===== src/rtl/ahb_lite_reg8_bridge.sv =====
// AHB-Lite slave front-end fanning one HSEL out to NCH 8-bit register channels.
// Issues single-cycle read/write strobes with per-direction wait states and ERROR responses.
module ahb_lite_reg8_bridge #(
  parameter int unsigned NCH         = 2,
  parameter int unsigned REG_AW      = 3,
  parameter int unsigned STRIDE_LOG2 = 2,
  parameter int unsigned WAIT_RD     = 0,
  parameter int unsigned WAIT_WR     = 0,
  parameter int unsigned LANE_MODE   = 0
) (
  input  logic              HCLK,
  input  logic              HRESETn,
  input  logic [31:0]       HADDR,
  input  logic              HSEL,
  input  logic [2:0]        HSIZE,
  input  logic [1:0]        HTRANS,
  input  logic              HWRITE,
  input  logic [31:0]       HWDATA,
  output logic [31:0]       HRDATA,
  output logic              HREADY,
  output logic              HRESP,
  output logic [NCH-1:0]    PSEL,
  output logic [REG_AW-1:0] PADDR,
  output logic [7:0]        PWDATA,
  output logic              PWE,
  output logic              PRE,
  input  logic [NCH*8-1:0]  PRDATA
);

  localparam int unsigned CHW = (NCH > 1) ? $clog2(NCH) : 1;

  localparam logic [2:0] StIdle  = 3'd0;
  localparam logic [2:0] StRWait = 3'd1;
  localparam logic [2:0] StRStb  = 3'd2;
  localparam logic [2:0] StRDone = 3'd3;
  localparam logic [2:0] StWWait = 3'd4;
  localparam logic [2:0] StErr1  = 3'd5;
  localparam logic [2:0] StErr2  = 3'd6;

  logic [2:0]        state_q, state_d;
  logic [3:0]        cnt_q, cnt_d;
  logic [REG_AW-1:0] reg_q, reg_d;
  logic [CHW-1:0]    ch_q, ch_d;
  logic [1:0]        lane_q, lane_d;
  logic [31:0]       hrdata_q, hrdata_d;

  logic [REG_AW-1:0] a_reg;
  logic [CHW-1:0]    a_ch;
  logic              a_err;
  logic              accept;
  logic              hready;
  logic [7:0]        rd_byte;
  logic [7:0]        wr_byte;

  assign a_reg  = HADDR[STRIDE_LOG2 +: REG_AW];
  assign a_ch   = HADDR[STRIDE_LOG2 + REG_AW +: CHW];
  assign a_err  = (32'(a_ch) >= NCH) || (HSIZE > 3'd2);
  assign accept = HSEL && HTRANS[1] && hready;

  assign wr_byte = (LANE_MODE != 0) ? HWDATA[{lane_q, 3'b000} +: 8] : HWDATA[7:0];

  // Sink for address/data bits outside the decoded fields.
  logic unused_bits;
  assign unused_bits = ^{HADDR, HTRANS[0], HWDATA};

  always_comb begin
    rd_byte = '0;
    for (int unsigned k = 0; k < NCH; k++) begin
      if (ch_q == CHW'(k)) rd_byte = PRDATA[8*k +: 8];
    end
  end

  always_comb begin
    hready = 1'b1;
    HRESP  = 1'b0;
    PRE    = 1'b0;
    PWE    = 1'b0;
    case (state_q)
      StRWait: hready = 1'b0;
      StRStb: begin
        hready = 1'b0;
        PRE    = 1'b1;
      end
      StWWait: begin
        hready = (cnt_q == 4'd0);
        PWE    = (cnt_q == 4'd0);
      end
      StErr1: begin
        hready = 1'b0;
        HRESP  = 1'b1;
      end
      StErr2:  HRESP = 1'b1;
      default: ;
    endcase
  end

  always_comb begin
    PSEL = '0;
    if (PRE || PWE) begin
      for (int unsigned k = 0; k < NCH; k++) PSEL[k] = (ch_q == CHW'(k));
    end
  end

  assign HREADY = hready;
  assign HRDATA = hrdata_q;
  assign PADDR  = (PRE || PWE) ? reg_q : '0;
  assign PWDATA = PWE ? wr_byte : 8'd0;

  always_comb begin
    state_d  = state_q;
    cnt_d    = cnt_q;
    reg_d    = reg_q;
    ch_d     = ch_q;
    lane_d   = lane_q;
    hrdata_d = hrdata_q;
    case (state_q)
      StRWait: begin
        cnt_d = cnt_q - 4'd1;
        if (cnt_q <= 4'd1) state_d = StRStb;
      end
      StRStb: begin
        hrdata_d = {4{rd_byte}};
        state_d  = StRDone;
      end
      StWWait: begin
        if (cnt_q != 4'd0) cnt_d = cnt_q - 4'd1;
        else               state_d = StIdle;
      end
      StErr1:  state_d = StErr2;
      default: state_d = StIdle;
    endcase
    // Acceptance is only possible in HREADY-high cycles, so it overrides the return to idle.
    if (accept) begin
      reg_d  = a_reg;
      ch_d   = a_ch;
      lane_d = HADDR[1:0];
      if (a_err) begin
        state_d = StErr1;
        cnt_d   = 4'd0;
      end else if (HWRITE) begin
        state_d = StWWait;
        cnt_d   = 4'(WAIT_WR);
      end else begin
        state_d = (WAIT_RD == 0) ? StRStb : StRWait;
        cnt_d   = 4'(WAIT_RD);
      end
    end
  end

  always_ff @(posedge HCLK or negedge HRESETn) begin
    if (!HRESETn) begin
      state_q  <= StIdle;
      cnt_q    <= 4'd0;
      reg_q    <= '0;
      ch_q     <= '0;
      lane_q   <= 2'd0;
      hrdata_q <= 32'd0;
    end else begin
      state_q  <= state_d;
      cnt_q    <= cnt_d;
      reg_q    <= reg_d;
      ch_q     <= ch_d;
      lane_q   <= lane_d;
      hrdata_q <= hrdata_d;
    end
  end

endmodule

===== config.mk =====
export PLATFORM = sky130hd
export DESIGN_NAME = ahb_lite_reg8_bridge
export DESIGN_NICKNAME = d
export VERILOG_FILES = /design/src/rtl/ahb_lite_reg8_bridge.sv
export SDC_FILE = /design/constraint.sdc
export NUM_CORES = 1
export LEC_CHECK = 0
export ABC_AREA = 1
export CAP_MARGIN = 10
export CORE_ASPECT_RATIO = 2
export CORE_UTILIZATION = 31
export CTS_CLUSTER_SIZE = 28
export DETAILED_ROUTE_END_ITERATION = 16
export PLACE_DENSITY = 0.93
export SYNTH_ARGS = -nofsm -noshare
export SYNTH_HDL_FRONTEND = slang
export SYNTH_SLANG_ARGS = --single-unit
export TNS_END_PERCENT = 100

===== constraint.sdc =====
create_clock -name HCLK -period 4.6 [get_ports HCLK]
set_clock_uncertainty 0.2 [all_clocks]
set_input_delay 0.92 -clock HCLK [delete_from_list [all_inputs] [get_ports HCLK]]
set_output_delay 0.92 -clock HCLK [all_outputs]
set_load 0.05 [all_outputs]

==> flow_summary.ini, run 1 <==
[clock_network]
clock_latency_ns = 0.25
root_buffer = clkbuf_8
post_cts_resized = 0
cts_setup_buffers = 0
cts_hold_buf = 0
cts.clk_slew.worst_paths_ns = 0.07
cts-buffers-inserted = 3
cts_tree = yes
htreeDepth = 1
cts_max_path_buffers = 2
clkSinkCount = 19

[floorplanning]
die-area_sq_um = 4460
die_h_microns = 93.45
core_area_sq_um = 3924
initial_core_util_pct = 33.04
die_w_microns = 47.73
ioPinCount = 138
row_count = 32

[cells_and_area]
final_core_util_pct = 52.46
syn2layout_area_growth_pct = 58.78
drive_gt1_share_pct = 7.054
antenna_cells = 0
final_nets = 333

[route]
first_iter_violations = 24
vias = 1310
ant_nets = 0
drtPass1Iterations = 7
drc = 0
avgViaCountPerCell = 4.486
wirelength_microns = 3282
wl_per_cell_microns = 11.24

[grt]
grt_use_total_pct = 15.59
antenna_found_initial = 0
grt_pass1_wl_microns = 5175
gr-total-overflow = 0
grt_pass1_vias = 1242
grt_max_degree = 20

[pwr]
switching_share_pct = 59.23
seqPwrFrac_pct = 18.7
power.switching_mw = 1.091
p_int_mw = 0.7508
power.leakage_nw = 0.9554
pwr-share-clk_pct = 6.3
comb_power_share_pct = 75.0
ir_worst_vdd_uv = 369.7
p_per_area_nw_per_um2 = 894.6

[flow_run]
maxCapViolations = 0

[placed_design]
port_buffers = 84
place_worst_setup_slack_ns = 1.136
place_congestion = 0.7111
dp_hpwl_microns = 2753

[synthesis]
muxShareOfSynthArea_pct = 0
synthFlopType = dfrtp_1
postSynthAreaPerCell_sq_um = 7.242
synthSimpleGateAreaFrac_pct = 30.60
synthCells = 179
synth_common_cells = nor2_1, nand2_1, buf_4, dfrtp_1, inv_1
synth.largest_area_cell = dfrtp_1
synth_top_area_share_pct = 36.68
synthTopCellsByArea = dfrtp_1, buf_4, nor2_1, nand2_1, inv_1
synthAdderAreaFrac_pct = 1.931
synth-async-reset-ratio_pct = 100.0
yosysSeqAreaShare_pct = 36.68
syn-cell-area_sq_um = 1296
yosysWarnings = 0
synth_compound_area_share_pct = 8.398
synth_seq_cells = 19
synth_cell_types = 25
synthXorXnorAreaFrac_pct = 0
synth_top_family_by_area = simple AND/OR/NAND/NOR gates
synthesis.nets = 270
synth_edf_count = 0
synth.most_common_cell = nor2_1

[critical_path]
critPathRequiredTime_ns = 3.48
crit_path_max_fanout = 5
cp-startpoint = cnt_q[0]$_DFFE_PN0P_
r2r-start = cnt_q[0]$_DFFE_PN0P_
worstSetupStartpointType = register
arrival_ns = 2.49
cp-endpoint = PADDR[1]
ff2ff_path_depth = 7
path_class = reg -> out
cp-end-kind = primary output
r2r_end = state_q[1]$_DFFE_PN0P_
reg2reg_slack_ns = 2.94

[sta]
maxSlewViolCount = 0
maxSlewHeadroom_pct = 44.08
rsz0062_at_grt = no
finalCritPeriodShare_pct = 78.39
period_needed_ns = 3.606
fmax_mhz = 277.3
setup_slack_ns = 0.9940
setup_violations = 0
finalSetupTns_ns = 0
holdWs_ns = 0.2846
worstMarginPinSlew_ns = 0.8362
hold_viol_final = 0

[status]
status = finished clean

[hold_path]
whs_path_depth = 2
worstHoldPathType = reg -> reg
state kept, by name, indices dropped and copies added, names as in the netlist:
signal / count
reg_q: 3
cnt_q: 4
HRDATA: 8
ch_q: 1
state_q: 3
metal layers:
| layer | wire length, microns | track usage, % | vias up |
|---|---|---|---|
| met4 | 70 | 6.019 | 0 |
| met2 | 1872 | 29.95 | 66 |
| li1 | - | - | 655 |
| met5 | 0 | 0 | - |
| met1 | 1041 | 14.09 | 581 |
| met3 | 298 | 3.282 | 8 |
power groups by stage:
stage	combinational (mW)	clock (mW)	sequential (mW)
after detailed placement	1.39	0	0.347
after CTS	1.39	0.118	0.345
after global routing	1.47	0.129	0.361
after global placement	1.36	0	0.340
final	1.38	0.116	0.344
after floorplan	0.990	0	0.445
worst min-delay path by stage:
stage                          from                    to  slack, ns
3_5_place_dp   reg_q[0]$_DFFE_PN0P_  reg_q[0]$_DFFE_PN0P_       0.27
6_report       reg_q[0]$_DFFE_PN0P_  reg_q[0]$_DFFE_PN0P_       0.28
2_1_floorplan  reg_q[0]$_DFFE_PN0P_  reg_q[0]$_DFFE_PN0P_       0.25
5_1_grt        reg_q[0]$_DFFE_PN0P_  reg_q[0]$_DFFE_PN0P_       0.30
4_1_cts        reg_q[0]$_DFFE_PN0P_  reg_q[0]$_DFFE_PN0P_       0.29
3_3_place_gp   reg_q[2]$_DFFE_PN0P_  reg_q[2]$_DFFE_PN0P_       0.27
metrics by stage:
step,instances,instance area [sq um],total power [mW]
after floorplan,179,1296,1.436
after global placement,288,2012,1.701
after detailed placement,288,2012,1.737
after CTS,292,2058,1.855
after global routing,292,2058,1.961
final,292,2058,1.841
kinds of logic (layout without fill, tap and decap cells):
logic type                 Yosys count  after routing
and+or+nand+nor                     90             90
adders and majority gates            2              2
AOI/OAI and AO/OA                   16             16
buffers and inverters               52            114
DFF                                 19             19
placed cells by master, fill, tap and decap left out:
cell type / instances
clkdlybuf4s50_1: 84
nor2_1: 44
nand2_1: 32
dfrtp_1: 19
inv_1: 19
o31ai_1: 8
nand3_1: 6
inv_2: 4
a21oi_1: 3
clkbuf_8: 3
nand3_4: 2
nand2_2: 2
nand2_4: 2
clkinv_2: 2
ha_1: 2
clkinv_1: 1
a21o_1: 1
o21ai_0: 1
o211ai_1: 1
nand4_1: 1
o21ai_1: 1
nor3_1: 1
inv_4: 1
a21oi_2: 1
cell type report:
class / count / area [sq um]
clock buffers: 3 / 41.29
clock inverters: 1 / 5.005
fillers: 399 / 1866
inverters: 26 / 101.3
multi-input cells: 108 / 530.5
flip-flops and latches: 19 / 475.5
well taps: 51 / 63.81
repair buffers: 84 / 840.8
critical path, stage by stage, from the launching register on:
cell,delay (ns)
dfrtp_1,0.42
inv_1,0.09
ha_1,0.23
nand2_1,0.10
nor2_1,0.29
nor2_1,0.15
nor2_1,0.11
clkdlybuf4s50_1,0.82
Power figures use the tool's default switching activity.
==> run 2, diff against run 1 <==
- CORE_UTILIZATION: 31 -> 29
- PLACE_DENSITY: 0.93 -> 0.88
- clock period: 4.6 -> 3.49 ns (I/O delays scaled with it)
==> flow_summary.ini, run 2 (same netlist as run 1, synthesis figures left out) <==
[sta]
rsz0062_at_grt = no
maxSlewHeadroom_pct = 42.52
period_needed_ns = 3.331
setup_violations = 0
finalSetupTns_ns = 0
fmax_mhz = 300.2
maxSlewViolCount = 0
worstMarginPinSlew_ns = 0.8595
finalCritPeriodShare_pct = 95.46
hold_viol_final = 0

[pwr]
p_per_area_nw_per_um2 = 1156
total_power_mw = 2.424
power.leakage_nw = 1.155
ir_worst_vdd_uv = 538.8

[floorplanning]
die_w_microns = 49.28
initial_core_util_pct = 30.17
ioPinCount = 138
row_count = 34
die_h_microns = 96.55
core_area_sq_um = 4297
die-area_sq_um = 4758

[grt]
grt_pass1_vias = 1239
grt_max_degree = 20
antenna_found_initial = 0
grt_pass1_wl_microns = 5202
gr-total-overflow = 0
grt_use_total_pct = 14.15

[cells_and_area]
syn2layout_area_growth_pct = 61.68
fillers = 410
final_cell_mix = clkdlybuf4s50_1, nor2_1, nand2_1
largest_reg_flops = 8
antenna_cells = 0
mostFrequentLayoutCell = clkdlybuf4s50_1
drive_gt1_share_pct = 7.025
final_nets = 334

[route]
drtPass1Iterations = 4
ant_nets = 0
avgViaCountPerCell = 4.389
wl_per_cell_microns = 10.98
first_iter_violations = 15
drc = 0
vias = 1299
wirelength_microns = 3251

[critical_path]
path_class = reg -> out
crit_path_max_fanout = 8
cp-end-kind = primary output
crit_chain = inv_1 > ha_1 > nand2_1 > nor2_1 > inv_2 > nor2_1 > clkdlybuf4s50_1
r2r-start = cnt_q[0]$_DFFE_PN0P_
arrival_ns = 2.43
cp_common_cell = nor2_1
ff2ff_path_depth = 8
slowest_delay_ns = 0.81
cpMaxStageDelayCell = clkdlybuf4s50_1
critPathRequiredTime_ns = 2.59
reg2reg_slack_ns = 1.79
cp-startpoint = cnt_q[0]$_DFFE_PN0P_
r2r_end = reg_q[0]$_DFFE_PN0P_
cp-endpoint = PWDATA[0]
worstSetupStartpointType = register

[hold_path]
worstHoldPathType = reg -> reg

[clock_network]
cts_max_path_buffers = 2
cts_setup_buffers = 0
htreeDepth = 1
post_cts_resized = 0
clock_latency_ns = 0.25
cts.clk_slew.worst_paths_ns = 0.07
root_buffer = clkbuf_8
clkSinkCount = 19
cts-buffers-inserted = 3
cts_tree = yes
cts_hold_buf = 0

[status]
status = finished clean

[flow_run]
maxCapViolations = 0

[placed_design]
dp_hpwl_microns = 2731
port_buffers = 84
place_congestion = 0.8039
-- run 2: cell types whose count changed in the layout (fill, tap and decap cells not counted) --
| cell | change |
|---|---|
| clkdlybuf4s50_1 | -11 |
| dlymetal6s2s_1 | +11 |
| buf_4 | +1 |
| clkbuf_1 | +1 |
| clkinv_2 | -1 |
-- run 2: through the flow --
step | instance area, sq um | std cells | hold slack [ns] | setup WS, ns | utilization (%)
final | 2096 | 296 | 0.2832 | 0.1586 | 48.78
after global routing | 2096 | 296 | 0.3087 | 0.00009659 | 48.78
after CTS | 2068 | 296 | 0.2840 | 0.05744 | 48.14
after detailed placement | 2023 | 292 | 0.2656 | 0.3405 | 47.09
after global placement | 2023 | 292 | 0.2646 | 0.4440 | 47.09
after floorplan | 1296 | 179 | 0.2024 | 0.1745 | -
-- run 2: worst max-delay path: cells and delay by family, from the launching register on --
kind	cells	cell delay, ns
buf+inv	3	1.04
simple gates	3	0.49
flops	1	0.41
fa+ha+maj	1	0.24
-- run 2: cell type report --
| type | instances | area, sq um | area share (%) |
|---|---|---|---|
| Multi-Input combinational cell | 108 | 530.5 | 25.31 |
| Timing Repair Buffer | 85 | 875.8 | 41.79 |
| Inverter | 26 | 101.3 | 4.836 |
| Sequential cell | 19 | 475.5 | 22.69 |
| Tap cell | 54 | 67.56 | 3.224 |
| Clock buffer | 4 | 45.04 | 2.149 |
-- run 2: metal layers --
metal / track usage (%) / wire length (microns) / up-vias
met5: 0 / 0 / -
met3: 3.130 / 238 / 6
met4: 7.353 / 68 / 0
li1: - / - / 657
met2: 28.77 / 1887 / 51
met1: 12.42 / 1058 / 585
-- run 2: how the worst min path moves through the flow --
stage	start	to	slack, ns	cells after the start
floorplan	HRESETn	HRDATA[23]$_DFFE_PN0N_	0.20	0
global placement	reg_q[1]$_DFFE_PN0P_	reg_q[1]$_DFFE_PN0P_	0.26	2
detailed placement	reg_q[2]$_DFFE_PN0P_	reg_q[2]$_DFFE_PN0P_	0.27	2
CTS	reg_q[1]$_DFFE_PN0P_	reg_q[1]$_DFFE_PN0P_	0.28	2
global route	reg_q[1]$_DFFE_PN0P_	reg_q[1]$_DFFE_PN0P_	0.31	2
finish	reg_q[1]$_DFFE_PN0P_	reg_q[1]$_DFFE_PN0P_	0.28	2
-- run 2: report_power, final --
part	switching [mW]	internal [mW]
combinational	1.26	0.585
clock	0.0658	0.0809
sequential	0.105	0.331
total	1.43	0.997
==> run 3, diff against run 2 <==
- SETUP_SLACK_MARGIN: not set -> 0.5
- SKIP_LAST_GASP: not set -> 1
==> flow_summary.ini, run 3 (same netlist as run 1, synthesis figures left out) <==
[status]
status = finished clean

[sta]
worstMarginPinSlew_ns = 0.8680
hold_viol_final = 0
finalCritPeriodShare_pct = 82.19
rsz0062_at_grt = no
period_needed_ns = 2.868
setup_violations = 0
fmax_mhz = 348.6
finalSetupTns_ns = 0
maxSlewViolCount = 0
maxSlewHeadroom_pct = 41.95

[route]
met1_length_microns = 1013
wirelength_microns = 3203
top_layer = met4
first_iter_violations = 12
drtPass1Iterations = 4
route.met3.wl_microns = 207
avgViaCountPerCell = 4.447
drc = 0
routed-wl-met2_microns = 1938
ant_nets = 0
vias = 1312
wl_per_cell_microns = 10.86

[grt]
gr-total-overflow = 0
grt_max_degree = 20
grt_use_total_pct = 13.90
antenna_found_initial = 0
grt_pass1_vias = 1215
grt_pass1_wl_microns = 5119

[cells_and_area]
antenna_cells = 0
drive_gt1_share_pct = 13.69
fillers = 421
multi_input_area_sq_um = 540.5
syn2layout_area_growth_pct = 54.54
largest_reg_flops = 8
final_cell_mix = clkdlybuf4s50_1, nor2_1, nand2_1
final_nets = 333
seqCellArea_sq_um = 475.5
finalInstanceArea_sq_um = 2003
mostFrequentLayoutCell = clkdlybuf4s50_1

[floorplanning]
core_area_sq_um = 4297
die_w_microns = 49.28
row_count = 34
initial_core_util_pct = 30.17
die-area_sq_um = 4758
ioPinCount = 138
die_h_microns = 96.55

[critical_path]
ff2ff_path_depth = 7
arrival_ns = 1.97
path_class = reg -> out
crit_path_max_fanout = 19
r2r-start = cnt_q[0]$_DFFE_PN0P_
worstSetupStartpointType = register
critPathRequiredTime_ns = 2.59
reg2reg_slack_ns = 1.79
r2r_end = state_q[1]$_DFFE_PN0P_
cp-end-kind = primary output

[pwr]
p_per_area_nw_per_um2 = 1193
power.leakage_nw = 0.9725
p_int_mw = 0.9599
switching_share_pct = 59.84
power.switching_mw = 1.430
seqPwrFrac_pct = 18.9
comb_power_share_pct = 74.7
pwr-share-clk_pct = 6.4
ir_worst_vdd_uv = 594.0

[clock_network]
cts_max_path_buffers = 2
clkSinkCount = 19
cts-buffers-inserted = 3
root_buffer = clkbuf_8
cts.clk_slew.worst_paths_ns = 0.07
cts_tree = yes
clock_latency_ns = 0.25
htreeDepth = 1

[hold_path]
whs_path_depth = 2
worstHoldPathType = reg -> reg
whs_endpoint = reg_q[1]$_DFFE_PN0P_
worstHoldStart = reg_q[1]$_DFFE_PN0P_

[placed_design]
postPlaceCellArea_sq_um = 2026
port_buffers = 84
dp_hpwl_microns = 2716
place_congestion = 0.8390

[flow_run]
maxCapViolations = 0
run 3: metal layers:
| metal | vias to the layer above | track usage [%] |
|---|---|---|
| li1 | 654 | - |
| met1 | 602 | 12.36 |
| met2 | 49 | 28.88 |
| met3 | 7 | 3.443 |
| met4 | 0 | 4.902 |
| met5 | - | 0 |
run 3: cell type report:
cell class | count | share of cell area, %
inverter | 26 | 5.059
timing repair buffer | 84 | 38.60
sequential | 19 | 23.74
tap | 54 | 3.373
clock buffer | 4 | 2.249
multi-input combinational | 108 | 26.98
run 3: power groups by stage:
stage	Combinational (mW)	Clock, mW	Sequential (mW)
finish	1.79	0.152	0.452
global route	1.90	0.169	0.476
CTS	1.81	0.158	0.453
detailed placement	1.83	0	0.457
global placement	1.80	0	0.449
floorplan	1.31	0	0.587
run 3: what timing repair did:
item | CTS | global route
gates resized for setup | 15 | 26
setup buffers | 0 | 0
hold buffers | 0 | 0
setup endpoints to repair | 15 | 13
run 3: per-stage QoR:
step                      cells  setup slack (ns)  power, mW  hold slack, ns  util (%)
after global placement      291            0.5001      2.253          0.2701     47.15
after detailed placement    291            0.4747      2.287          0.2721     47.15
after global routing        295            0.5043      2.544          0.3360     46.62
after CTS                   295            0.5317      2.417          0.2908     47.76
final                       295            0.6216      2.390          0.2821     46.62
after floorplan             179            0.4625      1.895          0.2024         -
run 3: critical path: stages (launching register included):
cell	delay (ns)
dfrtp_1	0.44
inv_2	0.11
nand3_4	0.21
inv_1	0.14
clkdlybuf4s50_1	0.81
run 3: worst max path at each step:
stage                           start   endpoint  slack [ns]  depth (start not counted)
2_1_floorplan    cnt_q[0]$_DFFE_PN0P_   PADDR[0]        0.46                          6
3_3_place_gp                HWDATA[1]  PWDATA[1]        0.50                          4
3_5_place_dp                HWDATA[1]  PWDATA[1]        0.47                          4
4_1_cts          cnt_q[0]$_DFFE_PN0P_  PWDATA[1]        0.53                          7
5_1_grt        state_q[2]$_DFFE_PN0P_        PRE        0.50                          4
6_report       state_q[2]$_DFFE_PN0P_        PRE        0.62                          4
